## config.mk

```make
export PLATFORM = sky130hd
export DESIGN_NAME = pipe_cla_adder_flat
export DESIGN_NICKNAME = d
export VERILOG_FILES = /design/src/rtl/pipe_cla_adder_if.sv /design/src/rtl/pipe_cla_adder.sv /design/src/flat_wrapper.sv
export SDC_FILE = /design/constraint.sdc
export NUM_CORES = 1
export LEC_CHECK = 0
export CAP_MARGIN = 40
export CORE_MARGIN = 2
export CORE_UTILIZATION = 30
export CTS_CLUSTER_DIAMETER = 40
export DETAILED_ROUTE_END_ITERATION = 6
export GPL_TIMING_DRIVEN = 0
export PLACE_DENSITY = 0.56
export SYNTH_ARGS = -nofsm -noshare
export SYNTH_HDL_FRONTEND = slang
export SYNTH_SLANG_ARGS = --single-unit
```

## constraint.sdc

```tcl
create_clock -name clk -period 2.45 [get_ports clk]
set_input_delay 0.3675 -clock clk [delete_from_list [all_inputs] [get_ports clk]]
set_output_delay 0.3675 -clock clk [all_outputs]
set_load 0.02 [all_outputs]
```

## src/rtl/pipe_cla_adder_if.sv

```systemverilog
`default_nettype none
//============================================================================
// Module : pipe_cla_adder_if
// Desc   : Operand/result handshake bundle for the pipelined CLA adder.
//          master = operand producer / result consumer, slave = the adder.
// Rev    : 1.0  initial release
//============================================================================
interface pipe_cla_adder_if #(
    parameter int WIDTH = 16
);
    logic             in_valid;
    logic             in_ready;
    logic [WIDTH-1:0] a;
    logic [WIDTH-1:0] b;
    logic             cin;
    logic             sub;
    logic             out_valid;
    logic             out_ready;
    logic [WIDTH-1:0] sum;
    logic             cout;
    logic             ovf;
    logic             pg;
    logic             gg;

    modport master (
        output in_valid, a, b, cin, sub, out_ready,
        input  in_ready, out_valid, sum, cout, ovf, pg, gg
    );

    modport slave (
        input  in_valid, a, b, cin, sub, out_ready,
        output in_ready, out_valid, sum, cout, ovf, pg, gg
    );
endinterface
`default_nettype wire

```

## src/rtl/pipe_cla_adder.sv

```systemverilog
`default_nettype none
//============================================================================
// Module : pipe_cla_adder
// Desc   : Elastic pipelined adder/subtractor built from 4-bit carry-lookahead
//          groups. Groups are split into PIPE contiguous stages (low groups
//          first); each stage does a second-level lookahead over its groups.
// Rev    : 1.0  initial release
//============================================================================
module pipe_cla_adder #(
    parameter int WIDTH = 16,
    parameter int PIPE  = 2
) (
    input  wire             clk,
    input  wire             rst_n,
    pipe_cla_adder_if.slave bus
);
    localparam int c_ngrp = WIDTH / 4;

    // First group index handled by stage s; earlier stages absorb the remainder.
    function automatic int grp_start(input int s);
        grp_start = s * (c_ngrp / PIPE) + ((s < (c_ngrp % PIPE)) ? s : (c_ngrp % PIPE));
    endfunction

    // Subtraction is folded into the operands at entry, so each transaction
    // carries its own mode down the pipe inside b_eff/c0.
    logic [WIDTH-1:0] w_beff;
    logic             w_c0;
    assign w_beff = bus.sub ? ~bus.b : bus.b;
    assign w_c0   = bus.sub | bus.cin;

    logic [PIPE-1:0] r_valid;
    logic [PIPE-1:0] w_open;
    logic [PIPE:0]   w_chain;
    logic [PIPE-1:0] w_take;

    // w_chain[k] is the valid bit feeding stage k; the top entry is the output.
    assign w_chain       = {r_valid, bus.in_valid};
    assign w_take        = w_open & w_chain[PIPE-1:0];
    assign bus.in_ready  = rst_n & w_open[0];
    assign bus.out_valid = w_chain[PIPE];

    // A stage can load when it is empty or its contents leave this cycle.
    always_comb begin
        logic w_space;
        w_space = bus.out_ready;
        w_open  = '0;
        for (int k = PIPE - 1; k >= 0; k--) begin
            w_open[k] = !r_valid[k] || w_space;
            w_space   = w_open[k];
        end
    end

    // Stage occupancy: each open stage takes the valid bit of its source.
    always_ff @(posedge clk) begin
        if (!rst_n) begin
            r_valid <= '0;
        end else begin
            for (int k = 0; k < PIPE; k++) begin
                if (w_open[k]) begin
                    r_valid[k] <= w_chain[k];
                end
            end
        end
    end

    for (genvar k = 0; k < PIPE; k++) begin : g_stage
        localparam int c_lo  = grp_start(k);
        localparam int c_ng  = grp_start(k + 1) - c_lo;
        localparam int c_lob = 4 * c_lo;
        localparam int c_rem = WIDTH - c_lob;

        // Stage inputs: unprocessed operand bits (bit 0 = word bit c_lob),
        // carry into this stage, partial sum and running whole-word P/G.
        logic [c_rem-1:0] w_a_in;
        logic [c_rem-1:0] w_b_in;
        logic [WIDTH-1:0] w_sum_in;
        logic             w_c_in;
        logic             w_p_in;
        logic             w_g_in;

        logic [WIDTH-1:0] r_sum;
        logic             r_c;
        logic             r_p;
        logic             r_g;

        if (k == 0) begin : g_head
            assign w_a_in   = bus.a;
            assign w_b_in   = w_beff;
            assign w_c_in   = w_c0;
            assign w_sum_in = '0;
            assign w_p_in   = 1'b1;
            assign w_g_in   = 1'b0;
        end else begin : g_link
            assign w_a_in   = g_stage[k-1].g_fwd.r_a;
            assign w_b_in   = g_stage[k-1].g_fwd.r_b;
            assign w_c_in   = g_stage[k-1].r_c;
            assign w_sum_in = g_stage[k-1].r_sum;
            assign w_p_in   = g_stage[k-1].r_p;
            assign w_g_in   = g_stage[k-1].r_g;
        end

        logic [4*c_ng-1:0] w_p;
        logic [4*c_ng-1:0] w_g;
        logic [4*c_ng-1:0] w_s;
        logic [c_ng-1:0]   w_gp;
        logic [c_ng-1:0]   w_gg;
        logic [c_ng:0]     w_cg;
        logic [WIDTH-1:0]  w_sum_out;
        logic              w_p_out;
        logic              w_g_out;

        // Group P/G, lookahead carries across groups, group sums, running P/G.
        always_comb begin
            logic w_term;
            w_term = 1'b0;
            w_p    = w_a_in[4*c_ng-1:0] ^ w_b_in[4*c_ng-1:0];
            w_g    = w_a_in[4*c_ng-1:0] & w_b_in[4*c_ng-1:0];
            for (int j = 0; j < c_ng; j++) begin
                w_gp[j] = &w_p[4*j +: 4];
                w_gg[j] = w_g[4*j+3]
                        | (w_p[4*j+3] & w_g[4*j+2])
                        | (w_p[4*j+3] & w_p[4*j+2] & w_g[4*j+1])
                        | ((&w_p[4*j+1 +: 3]) & w_g[4*j]);
            end
            // Second level: carry into group j as a flat sum of products.
            w_cg    = '0;
            w_cg[0] = w_c_in;
            for (int j = 1; j <= c_ng; j++) begin
                w_cg[j] = w_c_in;
                for (int m = 0; m < j; m++) begin
                    w_cg[j] = w_cg[j] & w_gp[m];
                end
                for (int m = 0; m < j; m++) begin
                    w_term = w_gg[m];
                    for (int n = m + 1; n < j; n++) begin
                        w_term = w_term & w_gp[n];
                    end
                    w_cg[j] = w_cg[j] | w_term;
                end
            end
            for (int j = 0; j < c_ng; j++) begin
                w_s[4*j]   = w_p[4*j] ^ w_cg[j];
                w_s[4*j+1] = w_p[4*j+1] ^ (w_g[4*j] | (w_p[4*j] & w_cg[j]));
                w_s[4*j+2] = w_p[4*j+2] ^ (w_g[4*j+1]
                           | (w_p[4*j+1] & w_g[4*j])
                           | (w_p[4*j+1] & w_p[4*j] & w_cg[j]));
                w_s[4*j+3] = w_p[4*j+3] ^ (w_g[4*j+2]
                           | (w_p[4*j+2] & w_g[4*j+1])
                           | (w_p[4*j+2] & w_p[4*j+1] & w_g[4*j])
                           | (w_p[4*j+2] & w_p[4*j+1] & w_p[4*j] & w_cg[j]));
            end
            w_p_out = w_p_in;
            w_g_out = w_g_in;
            for (int j = 0; j < c_ng; j++) begin
                w_g_out = w_gg[j] | (w_gp[j] & w_g_out);
                w_p_out = w_p_out & w_gp[j];
            end
            w_sum_out = w_sum_in;
            w_sum_out[c_lob +: 4*c_ng] = w_s;
        end

        // Stage result registers, loaded only when a valid item enters.
        always_ff @(posedge clk) begin
            if (!rst_n) begin
                r_sum <= '0;
                r_c   <= 1'b0;
                r_p   <= 1'b0;
                r_g   <= 1'b0;
            end else if (w_take[k]) begin
                r_sum <= w_sum_out;
                r_c   <= w_cg[c_ng];
                r_p   <= w_p_out;
                r_g   <= w_g_out;
            end
        end

        if (k < PIPE - 1) begin : g_fwd
            logic [c_rem-4*c_ng-1:0] r_a;
            logic [c_rem-4*c_ng-1:0] r_b;

            // Forward only the operand bits later stages still need.
            always_ff @(posedge clk) begin
                if (!rst_n) begin
                    r_a <= '0;
                    r_b <= '0;
                end else if (w_take[k]) begin
                    r_a <= w_a_in[c_rem-1:4*c_ng];
                    r_b <= w_b_in[c_rem-1:4*c_ng];
                end
            end
        end else begin : g_last
            logic w_ovf;
            logic r_ovf;
            assign w_ovf = (w_a_in[c_rem-1] == w_b_in[c_rem-1])
                        && (w_sum_out[WIDTH-1] != w_a_in[c_rem-1]);

            // Signed overflow is resolved where the MSB group is summed.
            always_ff @(posedge clk) begin
                if (!rst_n) begin
                    r_ovf <= 1'b0;
                end else if (w_take[k]) begin
                    r_ovf <= w_ovf;
                end
            end
        end
    end

    assign bus.sum  = g_stage[PIPE-1].r_sum;
    assign bus.cout = g_stage[PIPE-1].r_c;
    assign bus.pg   = g_stage[PIPE-1].r_p;
    assign bus.gg   = g_stage[PIPE-1].r_g;
    assign bus.ovf  = g_stage[PIPE-1].g_last.r_ovf;
endmodule
`default_nettype wire
```

## src/flat_wrapper.sv

```systemverilog
// flat-port wrapper written by rule: the top's interface ports become plain ports
module pipe_cla_adder_flat 
#(
    parameter int WIDTH = 16,
    parameter int PIPE  = 2
)
  (clk, rst_n, bus_in_valid, bus_a, bus_b, bus_cin, bus_sub, bus_out_ready, bus_in_ready, bus_out_valid, bus_sum, bus_cout, bus_ovf, bus_pg, bus_gg);
  pipe_cla_adder_if #(.WIDTH(WIDTH)) bus_i ();
  input  wire clk;
  input  wire rst_n;
  input wire logic [$bits(bus_i.in_valid)-1:0] bus_in_valid;
  input wire logic [$bits(bus_i.a)-1:0] bus_a;
  input wire logic [$bits(bus_i.b)-1:0] bus_b;
  input wire logic [$bits(bus_i.cin)-1:0] bus_cin;
  input wire logic [$bits(bus_i.sub)-1:0] bus_sub;
  input wire logic [$bits(bus_i.out_ready)-1:0] bus_out_ready;
  output wire logic [$bits(bus_i.in_ready)-1:0] bus_in_ready;
  output wire logic [$bits(bus_i.out_valid)-1:0] bus_out_valid;
  output wire logic [$bits(bus_i.sum)-1:0] bus_sum;
  output wire logic [$bits(bus_i.cout)-1:0] bus_cout;
  output wire logic [$bits(bus_i.ovf)-1:0] bus_ovf;
  output wire logic [$bits(bus_i.pg)-1:0] bus_pg;
  output wire logic [$bits(bus_i.gg)-1:0] bus_gg;
  assign bus_i.in_valid = bus_in_valid;
  assign bus_i.a = bus_a;
  assign bus_i.b = bus_b;
  assign bus_i.cin = bus_cin;
  assign bus_i.sub = bus_sub;
  assign bus_i.out_ready = bus_out_ready;
  assign bus_in_ready = bus_i.in_ready;
  assign bus_out_valid = bus_i.out_valid;
  assign bus_sum = bus_i.sum;
  assign bus_cout = bus_i.cout;
  assign bus_ovf = bus_i.ovf;
  assign bus_pg = bus_i.pg;
  assign bus_gg = bus_i.gg;
  pipe_cla_adder #(.WIDTH(WIDTH), .PIPE(PIPE)) u_core (.clk(clk), .rst_n(rst_n), .bus(bus_i));
endmodule
```

==> flow_summary.yaml, run 1 <==
status:
  status: "finished, final reports clean"
clock_tree:
  clk_pin_slew_ps: 100
  cts_tree: "yes"
  cts_root_buffer: "clkbuf_8"
  postCtsHoldBufs: 0
  insertion_delay_ps: 310
  clock_sinks: 49
  cts.path.max_buffers: 2
  cts_made_buffers: 5
  htree_num_levels: 2
routing:
  ant_nets: 0
  routed_wl_um: 6480
  drt_iter0_drc: 95
  num_vias: 2360
  drc: 0
  wire_per_inst_um: 13.4
  firstDrtPassIters: 4
  via_per_inst: 4.89
setup_path:
  reg2reg_depth: 8
  cp.arrival_ps: 2530
  critical_path.max_fanout: 4
  path_class: "input port to register"
  r2r_slack_ps: 270
  startpoint_type: "input port"
  cp.required_ps: 2680
  regToRegStartpoint: "u_core.g_stage[0].g_fwd.r_a[3]$_SDFFE_PN0P_"
  crit_path_end_kind: "register"
  r2r_end: "u_core.bus.sum[13]$_SDFFE_PN0P_"
worst_hold_path:
  min_path_cells: 3
  min_to: "u_core.bus.cout$_SDFFE_PN0P_"
  hold_class: "input port to register"
  min_from: "rst_n"
global_routing:
  grtUsageTotal_pct: 14.0
  grt_overflow: 0
  grt_max_degree: 17
  grt_pass1_vias: 2289
  antenna_found_initial: 0
  grt_pass1_wl_um: 10800
power_and_ir_drop:
  p_per_area_mw_per_mm2: 547
  ir_drop_mv: 0.231
  p_total_w: 0.00187
  p_leak_nw: 1.31
timing:
  setup_viol: 0
  fin_skew_ps: 7.86
  hold_viol_final: 0
  worstMarginPinSlew_ps: 614
  min_period_over_period_pct: 93.9
  max_freq_ghz: 0.435
  maxSlewViolCount: 0
  slew_headroom_pct: 58.0
  fin_setup_tns_ps: 0
  fin_hold_ws_ps: 391
  period_needed_ps: 2300
yosys:
  synth_area_per_cell_um2: 8.35
  synth_ff_type: "dfxtp_1"
  netlist_area_mm2: 0.00260
  yosysWarningCount: 0
  yosysUniqueCellTypes: 42
  synth-seq-cells: 49
  synth_edf_count: 0
  synth-seq-area-share_pct: 37.8
  synth.net_count: 369
  async_flop_share_pct: 0
  synthCells: 311
placed_design:
  dp_hpwl_um: 5190
  port_buffers: 57
  gp_congestion: 0.858
finish:
  area_growth_pct: 31.7
  drive_gt1_share_pct: 7.14
  final_nets: 435
  fillers: 858
  antennaDiodeCount: 0
floorplanning:
  ioPinCount: 60
  chipHeight_um: 97.1
  dieWidth_um: 97.1
  start_util_pct: 31.3
  num_rows: 33
  die_area_mm2: 0.00942
  design.core.area_mm2: 0.00830
run:
  max_cap_viol_count: 0
[final cells by class]
type                    count  area [µm²]  area share, %
plain buffers              17        95.1           2.78
clock buffers               5        68.8           2.01
clock inverters             3        21.3          0.622
inverters                  16        60.1           1.76
multi-input cells         229        1480           43.2
flip-flops and latches     49         981           28.7
well taps                 105         131           3.84
repair buffers             59         586           17.1
[kinds of logic (layout without fill, tap and decap cells)]
group / count (synthesis) / in the layout / synth area share, %
and+or+nand+nor: 109 / 109 / 19.3
AOI/OAI and AO/OA: 76 / 76 / 18.4
DFF: 49 / 49 / 37.8
buffers and inverters: 33 / 100 / 5.73
xor gates and xnor gates: 24 / 24 / 8.09
adders and majority gates: 20 / 20 / 10.8
[critical path, cell delays in order]
cell and delay (ps):
clkdlybuf4s50_1 470, xor2_1 150, ha_1 300, a21oi_2 180
o21ai_2 90, or2_1 260, fa_1 380, xnor2_1 150
a211oi_1 180
[worst max-delay path by stage]
stage / to / startpoint / slack (ps)
floorplan: u_core.g_stage[0].r_sum[5]$_SDFFE_PN0P_ / bus_sub / 6
detailed placement: u_core.g_stage[0].r_sum[5]$_SDFFE_PN0P_ / bus_b[1] / -250
CTS: u_core.g_stage[0].r_sum[5]$_SDFFE_PN0P_ / bus_b[1] / 60
finish: u_core.g_stage[0].r_sum[5]$_SDFFE_PN0P_ / bus_b[1] / 150
global placement: u_core.g_stage[0].r_sum[5]$_SDFFE_PN0P_ / bus_b[3] / -230
global route: u_core.g_stage[0].r_sum[5]$_SDFFE_PN0P_ / bus_b[1] / -7
[synthesized netlist by cell type, drive strengths merged (2+ instances only)]
cell type	n	area, µm²
and2	4	25.0
inv	16	60.1
ha	16	200
a21oi	38	190
nand2	49	184
nand2b	4	25.0
xor2	13	114
fa	4	80.1
buf	12	70.1
o21ai	9	45.0
clkbuf	5	18.8
xnor2	11	96.3
or3	2	12.5
a21o	2	15.0
o211ai	3	27.5
nor3	4	20.0
a211oi	12	90.1
nand4	6	37.5
nor2	19	71.3
o21bai	3	22.5
nand3	13	65.1
or4	3	22.5
dfxtp	49	981
[where the power goes]
group	total [W]	internal, W	switching [W]
logic	0.000493	0.000233	0.000260
registers	0.000889	0.000855	0.0000343
clock network	0.000490	0.000203	0.000287
total	0.00187	0.00129	0.000581
[state kept, by name (all words and copies together), names as in the netlist]
name	count
u_core.bus.ovf	1
u_core.g_stage.r_sum	8
u_core.g_stage.g_fwd.r_b	8
u_core.g_stage.r_g	1
u_core.bus.cout	1
u_core.r_valid	2
u_core.bus.gg	1
u_core.g_stage.g_fwd.r_a	8
u_core.bus.sum	16
u_core.g_stage.r_c	1
u_core.bus.pg	1
u_core.g_stage.r_p	1
[layer usage]
metal | track usage, % | share of wire, % | up-vias
met1 | 18.3 | 47 | 1076
met2 | 23.5 | 47 | 63
met4 | 5.31 | 1.9 | 0
met3 | 2.16 | 4.3 | 9
met5 | 0 | 0 | -
li1 | - | - | 1212
[what timing repair did]
action | 4_1_cts | 5_1_grt
setup endpoints to repair | 0 | 1
buffers inserted | 0 | 2
gates resized for setup | 0 | 3
[layout by cell type (no fill, tap or decap), types with 3 or more instances in the layout]
master and count:
a211oi_1 12, a21oi_1 36, and2_1 4, buf_1 3, buf_2 4, buf_4 5
clkbuf_1 5, clkbuf_8 5, clkdlybuf4s50_1 57, dfxtp_1 49, fa_1 4, ha_1 16
inv_1 16, nand2_1 49, nand2b_1 4, nand3_1 13, nand4_1 6, nor2_1 19
nor3_1 4, o21ai_0 8, o21bai_1 3, or4_1 3, xnor2_1 11, xor2_1 13
[stage by stage]
stage,std cells,area (µm²),utilization [%],worst slack [ps]
6_report,483,3420,41.2,149
5_1_grt,483,3420,41.2,-6.98
3_5_place_dp,473,3310,39.8,-250
2_1_floorplan,311,2600,-,6.33
4_1_cts,481,3400,40.9,63.2
3_3_place_gp,473,3310,39.8,-234
Power figures use the tool's default switching activity.
==> run 2: changes to the inputs <==
--- a/config.mk
+++ b/config.mk
@@ -6,12 +6,12 @@
 export NUM_CORES = 1
 export LEC_CHECK = 0
 export CAP_MARGIN = 40
-export CORE_MARGIN = 2
+export CORE_MARGIN = 1
 export CORE_UTILIZATION = 30
-export CTS_CLUSTER_DIAMETER = 40
+export CTS_CLUSTER_DIAMETER = 60
 export DETAILED_ROUTE_END_ITERATION = 6
 export GPL_TIMING_DRIVEN = 0
-export PLACE_DENSITY = 0.56
+export PLACE_DENSITY = 0.54
 export SYNTH_ARGS = -nofsm -noshare
 export SYNTH_HDL_FRONTEND = slang
 export SYNTH_SLANG_ARGS = --single-unit
==> constraint.sdc (replaced) <==
create_clock -name clk -period 2.3 [get_ports clk]
set_input_delay 0.345 -clock clk [delete_from_list [all_inputs] [get_ports clk]]
set_output_delay 0.345 -clock clk [all_outputs]
set_load 0.02 [all_outputs]
==> flow_summary.yaml, run 2 (same netlist as run 1, synthesis figures left out) <==
routing:
  routed_wl_um: 6600
  firstDrtPassIters: 4
  ant_nets: 0
  via_per_inst: 4.83
  drt_iter0_drc: 80
  drc: 0
  num_vias: 2357
  wire_per_inst_um: 13.5
finish:
  final_nets: 440
  largest_reg_flops: 16
  fillers: 843
  antennaDiodeCount: 0
  drive_gt1_share_pct: 10.2
  mostFrequentLayoutCells: "53 x clkdlybuf4s50_1, 49 x dfxtp_1, 48 x nand2_1"
  multi_input_area_mm2: 0.00152
  area_growth_pct: 36.4
  seq_area_um2: 981
  final_common_cell: "clkdlybuf4s50_1"
clock_tree:
  cts_made_buffers: 5
  cts.path.max_buffers: 2
  clk_pin_slew_ps: 90
  postCtsHoldBufs: 0
  insertion_delay_ps: 300
  clock_sinks: 49
  cts_tree: "yes"
  htree_num_levels: 2
  cts_root_buffer: "clkbuf_8"
timing:
  fin_hold_ws_ps: 369
  maxSlewViolCount: 0
  worstMarginPinSlew_ps: 626
  period_needed_ps: 2200
  max_freq_ghz: 0.456
  slew_headroom_pct: 58.3
  min_period_over_period_pct: 95.4
  fin_skew_ps: 6.69
  setup_viol: 0
  hold_viol_final: 0
  rsz0062_at_grt: "false"
setup_path:
  crit_path_cell_trace: "buf_12 -> buf_8 -> xor2_1 -> ha_1 -> a21oi_2 -> o21ai_2 -> or2_4 -> fa_2 -> nand2_2 -> a21oi_2"
  critical_path.max_fanout: 10
  crit_path_end_kind: "register"
  startpoint_type: "input port"
  worst_path_most_repeated_cell: "a21oi_2"
  path_class: "input port to register"
  cp.required_ps: 2530
  slowest_stage: "fa_2"
  cpPeakStageDelay_ps: 600
  cp.arrival_ps: 2430
floorplanning:
  die_area_mm2: 0.00903
  design.core.area_mm2: 0.00830
  num_rows: 33
  dieWidth_um: 95.1
  start_util_pct: 31.3
  ioPinCount: 60
  chipHeight_um: 95.1
power_and_ir_drop:
  swShare_pct: 29.0
  p_int_w: 0.00151
  p_sw_w: 0.000616
  p_leak_nw: 1.39
  pwr-share-comb_pct: 26.5
  clockPowerShare_pct: 28.9
  ir_drop_mv: 0.303
  seqPwrFrac_pct: 44.6
  p_per_area_mw_per_mm2: 600
  p_total_w: 0.00213
global_routing:
  grt_overflow: 0
  grt_pass1_wl_um: 10900
  grt_max_degree: 16
  grt_pass1_vias: 2215
  antenna_found_initial: 0
  grtUsageTotal_pct: 15.8
worst_hold_path:
  hold_class: "input port to register"
placed_design:
  port_buffers: 57
  dp_hpwl_um: 5120
  gp_congestion: 0.846
run:
  max_cap_viol_count: 0
status:
  status: "finished, final reports clean"
==> run 2: cell count changes in the layout (fill, tap and decap cells not counted), moves of 2 or more <==
| cell | before | now |
|---|---|---|
| clkdlybuf4s50_1 | 57 | 53 |
| dlymetal6s2s_1 | 0 | 4 |
| ha_1 | 16 | 14 |
| buf_4 | 5 | 9 |
==> run 2: power groups by stage <==
stage	clock [W]	sequential [W]	combinational (W)
finish	0.000615	0.000948	0.000562
floorplan	0	0.000979	0.000309
detailed placement	0	0.000968	0.000521
global placement	0	0.000967	0.000518
global route	0.000667	0.000957	0.000628
CTS	0.000633	0.000948	0.000531
==> run 2: worst paths after layout <==
check | slack (ps) | cells after the start | from | end
min | 370 | 3 | rst_n | u_core.bus.cout$_SDFFE_PN0P_
max | 100 | 10 | bus_sub | u_core.g_stage[0].r_sum[4]$_SDFFE_PN0P_
min reg2reg | 460 | 2 | u_core.g_stage[0].r_sum[1]$_SDFFE_PN0P_ | u_core.g_stage[0].r_sum[1]$_SDFFE_PN0P_
max reg2reg | 170 | 8 | u_core.g_stage[0].g_fwd.r_b[2]$_SDFFE_PN0P_ | u_core.bus.sum[13]$_SDFFE_PN0P_
==> run 2: area by class of cell <==
cell class / count / share of cell area (%)
multi-input cells: 229 / 42.8
flip-flops and latches: 49 / 27.7
repair buffers: 64 / 17.9
well taps: 105 / 3.71
plain buffers: 17 / 3.14
clock buffers: 6 / 2.05
inverters: 16 / 1.69
clock inverters: 2 / 1.09
==> run 2: per-layer routing <==
layer / GRT usage, % / routed length, µm / share of wire (%) / up-vias
met5: 0 / 0 / 0 / -
met4: 6.57 / 137 / 2.1 / 0
met3: 2.47 / 243 / 3.7 / 11
met2: 25.2 / 3040 / 46 / 57
met1: 21.2 / 3180 / 48 / 1070
li1: - / - / - / 1219
==> run 2: timing repair <==
action / CTS / global route
gates resized for setup: 2 / 13
hold endpoints to repair: 0 / 0
pin swaps: 1 / 14
endpoints found under the setup margin: 1 / 3
setup buffers: 1 / 6
==> run 2: per-stage QoR <==
stage                     setup TNS [ps]  cell area [µm²]  setup slack [ps]  util [%]  instances
after floorplan                    -51.8             2620             -30.2         -        311
after global placement              -941             3320              -344      40.1        473
after detailed placement           -1080             3320              -353      40.1        473
after CTS                              0             3450              15.7      41.6        482
after global routing                   0             3540              2.84      42.7        488
final                                  0             3540               105      42.7        488
==> run 2: worst max-delay path: cells and delay by family <==
family | cells | cell delay [ps]
and+or+nand+nor | 2 | 320
adders and majority gates | 2 | 960
buffers and inverters | 2 | 260
xor gates and xnor gates | 1 | 160
AOI/OAI and AO/OA | 3 | 380
